===== src/rtl/hpc2_issue_ctrl.sv =====
// Issue sequencer for an HPC2 masked-AND gadget bank: admits an op only when
// operands, fresh randomness and capture-buffer credit are all present.
module hpc2_issue_ctrl #(
    parameter int LAT     = 2,
    parameter int CREDITS = 4,
    parameter int SCW     = 16
) (
    input  logic           clk,
    input  logic           rst,
    input  logic           in_valid,
    output logic           in_ready,
    input  logic           rnd_valid,
    output logic           rnd_ready,
    output logic           issue_b,
    output logic           issue_a,
    output logic           out_valid,
    input  logic           buf_pop,
    output logic [3:0]     credits,
    output logic           busy,
    output logic [SCW-1:0] starve_cnt,
    input  logic           clr_stats
);

    localparam logic [3:0]     CR_MAX = 4'(CREDITS);
    localparam logic [SCW-1:0] SC_MAX = '1;

    logic [LAT-1:0] r_tok;
    logic [3:0]     r_credits;
    logic           r_issue_a;
    logic [SCW-1:0] r_starve;

    logic           w_has_cr;
    logic           w_go;
    logic [4:0]     w_cr_sum;
    logic [3:0]     w_cr_next;

    assign w_has_cr = (r_credits != 4'd0);
    assign w_go     = in_valid & rnd_valid & w_has_cr & ~rst;

    // Credit is reserved at issue; a pop against a full pool is dropped by the clamp.
    assign w_cr_sum  = {1'b0, r_credits} + 5'(buf_pop) - 5'(w_go);
    assign w_cr_next = (w_cr_sum > {1'b0, CR_MAX}) ? CR_MAX : w_cr_sum[3:0];

    always_ff @(posedge clk) begin
        if (rst) begin
            r_tok     <= '0;
            r_credits <= CR_MAX;
            r_issue_a <= 1'b0;
            r_starve  <= '0;
        end else begin
            r_tok     <= {r_tok[LAT-2:0], w_go};
            r_credits <= w_cr_next;
            r_issue_a <= w_go;
            if (clr_stats)
                r_starve <= '0;
            else if (in_valid & w_has_cr & ~rnd_valid & (r_starve != SC_MAX))
                r_starve <= r_starve + 1'b1;
        end
    end

    assign in_ready   = w_go;
    assign rnd_ready  = w_go;
    assign issue_b    = w_go;
    assign issue_a    = r_issue_a;
    assign out_valid  = r_tok[LAT-1];
    assign busy       = |r_tok;
    assign credits    = r_credits;
    assign starve_cnt = r_starve;

endmodule


===== config.mk =====
export PLATFORM = sky130hd
export DESIGN_NAME = hpc2_issue_ctrl
export DESIGN_NICKNAME = d
export VERILOG_FILES = /design/src/rtl/hpc2_issue_ctrl.sv
export SDC_FILE = /design/constraint.sdc
export NUM_CORES = 1
export LEC_CHECK = 0
export CAP_MARGIN = 20
export CORE_MARGIN = 4
export CORE_UTILIZATION = 54
export CTS_BUF_LIST = sky130_fd_sc_hd__clkbuf_8
export DETAILED_ROUTE_END_ITERATION = 8
export PLACE_DENSITY = 0.95
export SKIP_LAST_GASP = 1
export SYNTH_ARGS = -nofsm -noshare
export SYNTH_HDL_FRONTEND = slang
export SYNTH_SLANG_ARGS = --single-unit

===== constraint.sdc =====
create_clock -name clk -period 4.4 [get_ports clk]
set_clock_uncertainty 0.1 [all_clocks]
set_input_delay 0.88 -clock clk [delete_from_list [all_inputs] [get_ports clk]]
set_output_delay 0.88 -clock clk [all_outputs]
set_load 0.02 [all_outputs]

### Word-level counts from Yosys, hierarchy flattened

Cells that the tools add are included.

* flip-flop bits (word level): 23
* input port bits: 6
* output and inout bits: 26
* logic and storage cells: 21

* add/sub/neg operators: 3
* magnitude comparators: 1
* equal/unequal tests: 1
* bitwise logic cells: 8
* reduce and logical (&&, ||, !) cells: 4

Operators with widths (number)
* adder 16 x 1 -> 16 bit (second input constant): 1
* != test 16 bit (second input constant): 1
* AND 1 bit: 6
* OR reduction 2 bit: 3
* adder 4 x 1 -> 5 bit: 1
* greater-than comparator 5 x 3 -> 1 bit (second input constant): 1
* subtractor 5 x 1 -> 5 bit: 1
* nonzero test 4 bit: 1
* NOT 1 bit: 2

### Logic depth before layout (Yosys ltp)

Gate-level depths: netlist of the first run.

* depth in word-level cells: 6
* mapped depth: 14
* depth with buffers taken out: 14

### Worst setup path before layout of the first run

No wires, ideal clock.

* path kind: register to register
* start: reg r_credits[3] (netlist: credits[3])
* end: reg r_credits[0] (netlist: credits[0])
* library setup time: 0.065 ns
* arrival time: 2.996 ns
* required time: 4.235 ns
* setup slack: 1.239 ns
* cell stages (with the launch flop): 15
* buffers on the path: 0
* clock period less this slack: 3.161 ns
* path through: dfxtp_1 > inv_1 > ha_1 > or3b_1 > and4b_1 > ha_1 > inv_1 > ha_1 > inv_1 > fa_1 > nand2b_1 > a221o_1 > o22ai_1 > o31ai_1 > nor2_1

* longest elaborated chain between the ends: 6
* elaborated cells between the ends (all ways): 7
* classes of those cells: add/sub (2); order compare (1); bitwise (2); reduce/logical (2)

RTL lines
* from (decl): line 28 `logic [3:0] r_credits;`
* from (signal assigned): line 52 `r_credits <= w_cr_next;`
* nonzero test 4 bit (*): line 37 `assign w_has_cr = (r_credits != 4'd0);`
* AND 1 bit (*) (2 in a row): line 38 `assign w_go = in_valid & rnd_valid & w_has_cr & ~rst;`
* via in_ready: line 11 `output logic in_ready,`
* subtractor 5 x 1 -> 5 bit (*): line 41 `assign w_cr_sum = {1'b0, r_credits} + 5'(buf_pop) - 5'(w_go);`
* greater-than comparator 5 x 3 -> 1 bit: line 42 `assign w_cr_next = (w_cr_sum > {1'b0, CR_MAX}) ? CR_MAX : w_cr_sum[3:0];`
* OR reduction 2 bit (no source line)

The timed path passes the listed nets; every way through them passes the cells marked *.
A chain may end at the register's enable or synchronous reset.

### Final worst setup path of the first run

* start: in rst
* end: reg r_credits[1] (netlist: credits[1])

* longest elaborated chain between the ends: 5

RTL lines
* from (decl): line 9 `input logic rst,`
* NOT 1 bit: line 38
* AND 1 bit: line 38
* subtractor 5 x 1 -> 5 bit: line 41
* greater-than comparator 5 x 3 -> 1 bit: line 42
* OR reduction 2 bit (no source line)

Several ways; a longest one is shown, not always the timed one.

==> out/qor.yml, run 1 <==
finish:
  syn_to_final_growth_pct: 27.2
  layout.nets: 192
  antenna_cells: 0
  final_util_pct: 73.0
  drive_gt1_share_pct: 6.82
clocking:
  hold_buffers: 0
  cts.sinks: 22
  cts_buffers: 3
  cts-root-buf: "clkbuf_8"
  insertion_delay_ns: 0.26
  cts-htree-levels: 1
  clk_pin_slew_ns: 0.07
  cts_setup_buffers: 0
  cts_tree: "built"
  cts_buffer_depth: 2
  cts_resized: 0
critical_path:
  slowest_delay_ns: 0.53
  worstPathCellList: "clkdlybuf4s50_1 -> and4b_1 -> ha_1 -> inv_1 -> ha_1 -> inv_1 -> fa_1 -> nand2b_1 -> a221o_1 -> o22ai_1 -> o31ai_1 -> nor2_1"
  path_delay_family: "adder cells"
  end_kind: "flop"
  crit_fanout: 5
  reg2reg_from: "credits[3]$_SDFF_PP0_"
  crit_required_ns: 4.49
  worstSetupStartpoint: "rst"
  start_kind: "input port"
  critPathArrivalTime_ns: 3.56
  cp_num_buf_inv: 3
  crit_slowest_cell: "clkdlybuf4s50_1"
  worstSetupPathType: "input port to flop"
power_and_ir_drop:
  power_density_mw_per_mm2: 221
  ir_drop_mv: 0.171
  leakagePower_nw: 0.585
yosys:
  syn_area_mm2: 0.00128
  synth_edf_count: 0
  synth_area_per_cell_um2: 8.66
  netlist_instances: 148
  async_flop_share_pct: 0
  synth_top_cell_area_share_pct: 34.4
  synth_seq_area_share_pct: 34.4
  synth_flop_cell: "dfxtp_1"
  ys_types: 37
  synth-seq-cells: 22
  yosys_warnings: 0
  synth.area.top_cells: "dfxtp_1 34%, ha_1 6.8%, nor2_1 5.9%, xnor2_1 4.8%, inv_1 4.1%"
  synth_area_leader_cell: "dfxtp_1"
  synth_nets: 162
floorplanning:
  fp.dieH_um: 56.7
  die_w_um: 56.7
  initial_core_util_pct: 57.4
  pin_count: 32
  core-area_mm2: 0.00223
  rows: 17
  die_area_mm2: 0.00322
place:
  place.port_buffers: 31
  gp_congestion: 0.816
  dp_hpwl_um: 2230
drt:
  vias: 1164
  viasPerCell: 5.71
  ant_nets: 0
  drtIter0Drc: 27
  first_pass_iters: 4
  drt-total-wl_um: 2920
  post_drt_wl_per_cell_um: 14.3
  drc: 0
global_routing:
  first_global_vias: 1199
  busiest_layer: "met2"
  use_met3_pct: 3.91
  use_met1_pct: 20.8
  grt_usage_pct: 19.4
  overflow: 0
  grt_max_degree: 18
  grt_antenna_before_repair: 0
  use_met2_pct: 36.0
  grt_pass1_wl_um: 5020
sta:
  rsz0062_at_grt: "no"
  final-setup-viol-count: 0
  min_period_ns: 3.47
  fmax_mhz: 288
  finalHoldViolations: 0
  period_share_pct: 78.9
  slew_viol_final: 0
  timing.setup.tns_ns: 0
flow_run:
  maxCapViolCount: 0
outcome:
  status: "finished, final reports clean"
hold_path:
  hold_path.startpoint: "r_tok[0]$_SDFF_PP0_"
  hp-class: "flop to flop"
layout by cell type (no fill, tap or decap), drive strengths merged, types with 4 or more instances in the layout:
cell type / count
inv: 14
nand3: 8
clkdlybuf4s50: 31
xnor2: 7
nor3: 4
nand2: 5
ha: 7
nor2: 20
nand2b: 4
xor2: 5
nand4: 8
a21oi: 5
dfxtp: 22
final timing paths:
kind,endpoint,slack [ns],depth (start not counted)
worst max-delay path,credits[1]$_SDFF_PP0_,0.93,12
worst min-delay path,r_tok[1]$_SDFF_PP0_,0.38,1
worst max register to register,credits[1]$_SDFF_PP0_,1.04,14
worst min register to register,r_tok[1]$_SDFF_PP0_,0.38,1
flip-flops by register name (all words and copies together), names as in the netlist:
| register | flops |
|---|---|
| starve_cnt | 16 |
| credits | 4 |
| r_tok | 2 |
area by class of cell:
type / count / area (um^2)
multi-input combinational: 106 / 751
fill: 177 / 603
sequential: 22 / 440
timing repair buffer: 31 / 310
inverter: 14 / 52.6
clock buffer: 3 / 41.3
tap: 28 / 35.0
power breakdown:
| group | switching (W) | total, W | internal [W] |
|---|---|---|---|
| clock network | 0.0000610 | 0.000122 | 0.0000610 |
| registers | 0.00000179 | 0.000202 | 0.000201 |
| logic | 0.0000193 | 0.0000360 | 0.0000167 |
cells in the mapped netlist (2+ instances only):
library cell and n:
nor2_1 20, buf_4 4, xnor2_1 7, dfxtp_1 22, and4b_1 2, and4_1 3, and2_1 3, nand3_1 8
nor4b_2 2, ha_1 7, and3_1 2, nand4_1 8, nor3_1 3, nand2b_1 4, or2_2 3, nor4_2 2
xor2_1 5, nand2_1 5, a211oi_1 2, inv_1 14, a21oi_1 5, a311oi_1 2
logic make-up (layout without fill, tap and decap cells):
family / count (synthesis) / in the layout / share of synthesized area (%)
flops: 22 / 22 / 34.4
fa+ha+maj: 8 / 8 / 8.40
buf+inv: 20 / 48 / 7.03
simple gates: 71 / 71 / 34.2
other cells: 1 / 1 / 0.293
xor+xnor: 12 / 12 / 8.20
compound gates: 14 / 14 / 7.52
layer usage:
layer / vias to the layer above / wire, um
li1: 573 / -
met1: 544 / 1240
met2: 41 / 1480
met3: 6 / 150
met4: 0 / 44
met5: - / 0
through the flow:
stage          setup slack (ns)  total power (W)  std cells  hold WS (ns)  cell area, um^2
2_1_floorplan              1.24         0.000229        148         0.449             1280
3_3_place_gp              0.878         0.000241        201         0.372             1590
3_5_place_dp              0.697         0.000243        201         0.371             1590
4_1_cts                   0.979         0.000363        204         0.385             1630
5_1_grt                   0.785         0.000376        204         0.411             1630
6_report                  0.930         0.000360        204         0.383             1630
No activity file was read; power rests on OpenSTA's default activity.
==> run 2, diff against run 1 <==
--- a/config.mk
+++ b/config.mk
@@ -7,10 +7,10 @@
 export LEC_CHECK = 0
 export CAP_MARGIN = 20
 export CORE_MARGIN = 4
-export CORE_UTILIZATION = 54
+export CORE_UTILIZATION = 50
 export CTS_BUF_LIST = sky130_fd_sc_hd__clkbuf_8
 export DETAILED_ROUTE_END_ITERATION = 8
-export PLACE_DENSITY = 0.95
+export PLACE_DENSITY = 0.92
 export SKIP_LAST_GASP = 1
 export SYNTH_ARGS = -nofsm -noshare
 export SYNTH_HDL_FRONTEND = slang
==> constraint.sdc (replaced) <==
create_clock -name clk -period 3.4 [get_ports clk]
set_clock_uncertainty 0.1 [all_clocks]
set_input_delay 0.68 -clock clk [delete_from_list [all_inputs] [get_ports clk]]
set_output_delay 0.68 -clock clk [all_outputs]
set_load 0.02 [all_outputs]
==> run 2 against run 1 <==
Net effect: critical path depth is 2 higher; worst hold slack better by 0.0036 ns; flip-flop and latch count stayed put; sequential share of layout area is 0.69 points lower; largest cell class unchanged; global-route usage is 0.088 points higher; clock power is 57% higher; cell count is 2.0% higher; die area is 6.8% higher; register-to-register slack worse by 0.95 ns; sequential power is 30% higher; utilization is 4.6 points lower.
==> out/qor.yml, run 2 (synthesis results as in run 1) <==
clocking:
  hold_buffers: 0  # unchanged
  cts.sinks: 22  # unchanged
  cts-root-buf: "clkbuf_8"
  cts_tree: "built"
  cts-htree-levels: 1  # unchanged
  clk_pin_slew_ns: 0.08  # about the same
  cts_setup_buffers: 0  # unchanged
  cts_buffers: 3  # unchanged
  cts_buffer_depth: 2  # unchanged
  insertion_delay_ns: 0.27  # about the same
critical_path:
  cp_num_buf_inv: 3  # unchanged
  worstSetupPathType: "flop to flop"
  crit_required_ns: 3.50  # -0.99 ns
  end_kind: "flop"
  critPathArrivalTime_ns: 3.41  # -0.15 ns
  crit_slowest_cell: "or3b_4"
  crit_fanout: 6  # +1
  reg2reg_from: "credits[3]$_SDFF_PP0_"
  start_kind: "flop"
  worstPathCellList: "inv_1 -> ha_1 -> or3b_4 -> and4b_2 -> ha_1 -> inv_1 -> ha_1 -> inv_1 -> fa_1 -> nand2b_4 -> a221o_1 -> o22ai_2 -> o31ai_2 -> nor2_1"
  path_delay_family: "adder cells"
  worstSetupStartpoint: "credits[3]$_SDFF_PP0_"
  slowest_delay_ns: 0.40  # -0.13 ns
sta:
  fmax_mhz: 302
  slew_viol_final: 0  # unchanged
  worst_hold_slack_ns: 0.387  # +0.00359 ns
  period_share_pct: 97.2
  final-setup-viol-count: 0  # unchanged
  finalHoldViolations: 0  # unchanged
  timing.setup.tns_ns: 0  # unchanged
  min_period_ns: 3.31
global_routing:
  grt_max_degree: 18  # unchanged
  grt_pass1_wl_um: 5240  # +4.4%
  first_global_vias: 1227  # +2.3%
  grt_usage_pct: 19.5  # +0.088 points
  overflow: 0  # unchanged
  grt_antenna_before_repair: 0  # unchanged
power_and_ir_drop:
  power_density_mw_per_mm2: 299  # +35%
  leakagePower_nw: 0.599  # +2.4%
  ir_drop_mv: 0.186  # +8.6%
hold_path:
  hold_path.startpoint: "r_tok[0]$_SDFF_PP0_"
  hp-class: "flop to flop"
place:
  dp.cells: 204  # +1.5%
  place.port_buffers: 31  # unchanged
  dpl_cell_area_mm2: 0.00160  # +0.63%
  gp_congestion: 0.792  # -2.9%
  dp_hpwl_um: 2310  # +3.6%
drt:
  drtIter0Drc: 33  # +22%
  first_pass_iters: 4  # unchanged
  post_drt_wl_per_cell_um: 15.0  # +4.7%
  viasPerCell: 5.73  # +0.35%
  vias: 1191  # +2.3%
  ant_nets: 0  # unchanged
  drt-total-wl_um: 3120  # +6.8%
  drc: 0  # unchanged
finish:
  largest_reg_flops: 16  # unchanged
  drive_gt1_share_pct: 11.2  # +4.4 points
  num-fill-cells: 182  # +2.8%
  final_cell_mix: "31 x clkdlybuf4s50_1, 21 x dfxtp_1, 20 x nor2_1"
  fin_cells: 208  # +2.0%
  fin_area_mm2: 0.00168  # +2.9%
  syn_to_final_growth_pct: 31.0
  layout.nets: 193  # +0.52%
  final_common_cell: "clkdlybuf4s50_1"
  antenna_cells: 0  # unchanged
floorplanning:
  pin_count: 32  # unchanged
  core-area_mm2: 0.00245  # +9.9%
  fp.dieH_um: 58.6  # +3.4%
  rows: 18  # +1
  initial_core_util_pct: 52.2  # -5.2 points
  die_area_mm2: 0.00344  # +6.8%
  die_w_um: 58.6  # +3.4%
outcome:
  status: "finished, final reports clean"
flow_run:
  maxCapViolCount: 0  # unchanged
## run 2: changes by cell type in the layout (fill, tap and decap cells not counted), sizes merged
cell / previous run / this run
clkbuf: 3 / 4
buf: 0 / 1
## run 2: what timing repair did
action | 4_1_cts | 5_1_grt
gates resized for setup | 0 | 6
endpoints found under the setup margin | 0 | 3
endpoints found under the hold margin | 0 | 0
## run 2: path summary, 6_finish.rpt
kind	endpoint	slack [ns]	cells past startpoint
setup / recovery	credits[0]$_SDFF_PP0_	0.09	14
hold / removal	r_tok[1]$_SDFF_PP0_	0.39	1
setup reg to reg	credits[0]$_SDFF_PP0_	0.09	14
hold reg to reg	r_tok[1]$_SDFF_PP0_	0.39	1
## run 2: report_power, final
| part | switching (W) | internal [W] |
|---|---|---|
| Combinational | 0.0000261 | 0.0000230 |
| Clock | 0.0000877 | 0.000103 |
| Sequential | 0.00000242 | 0.000260 |
## run 2: per-layer routing
| metal | track usage (%) | vias up | routed length, um |
|---|---|---|---|
| met5 | 0 | - | 0 |
| met4 | 9.71 | 0 | 78 |
| met3 | 3.07 | 11 | 156 |
| met2 | 34.3 | 40 | 1600 |
| met1 | 22.7 | 565 | 1290 |
| li1 | - | 575 | - |
## run 2: layout make-up
type                            instances  area [um^2]  area share (%)
Multi-Input combinational cell        106          773            46.1
Sequential cell                        22          442            26.3
Timing Repair Buffer                   32          318            18.9
Clock buffer                            4         55.1            3.28
Inverter                               14         52.6            3.13
Tap cell                               30         37.5            2.24
## run 2: stage by stage
step	utilization (%)	worst slack, ns	total power [W]
after floorplan	-	0.239	0.000296
after global placement	65.1	0.147	0.000313
after detailed placement	65.1	-0.0336	0.000315
after CTS	67.4	0.0850	0.000500
after global routing	68.3	-0.0202	0.000517
final	68.3	0.0937	0.000502
## run 2: worst reg2reg max path, stage by stage, from the launching register on
cell and delay [ns]:
dfxtp_2 0.36, inv_1 0.08, ha_1 0.16, or3b_4 0.40
and4b_2 0.28, ha_1 0.29, inv_1 0.06, ha_1 0.16
inv_1 0.06, fa_1 0.39, nand2b_4 0.17, a221o_1 0.32
o22ai_2 0.17, o31ai_2 0.11, nor2_1 0.13
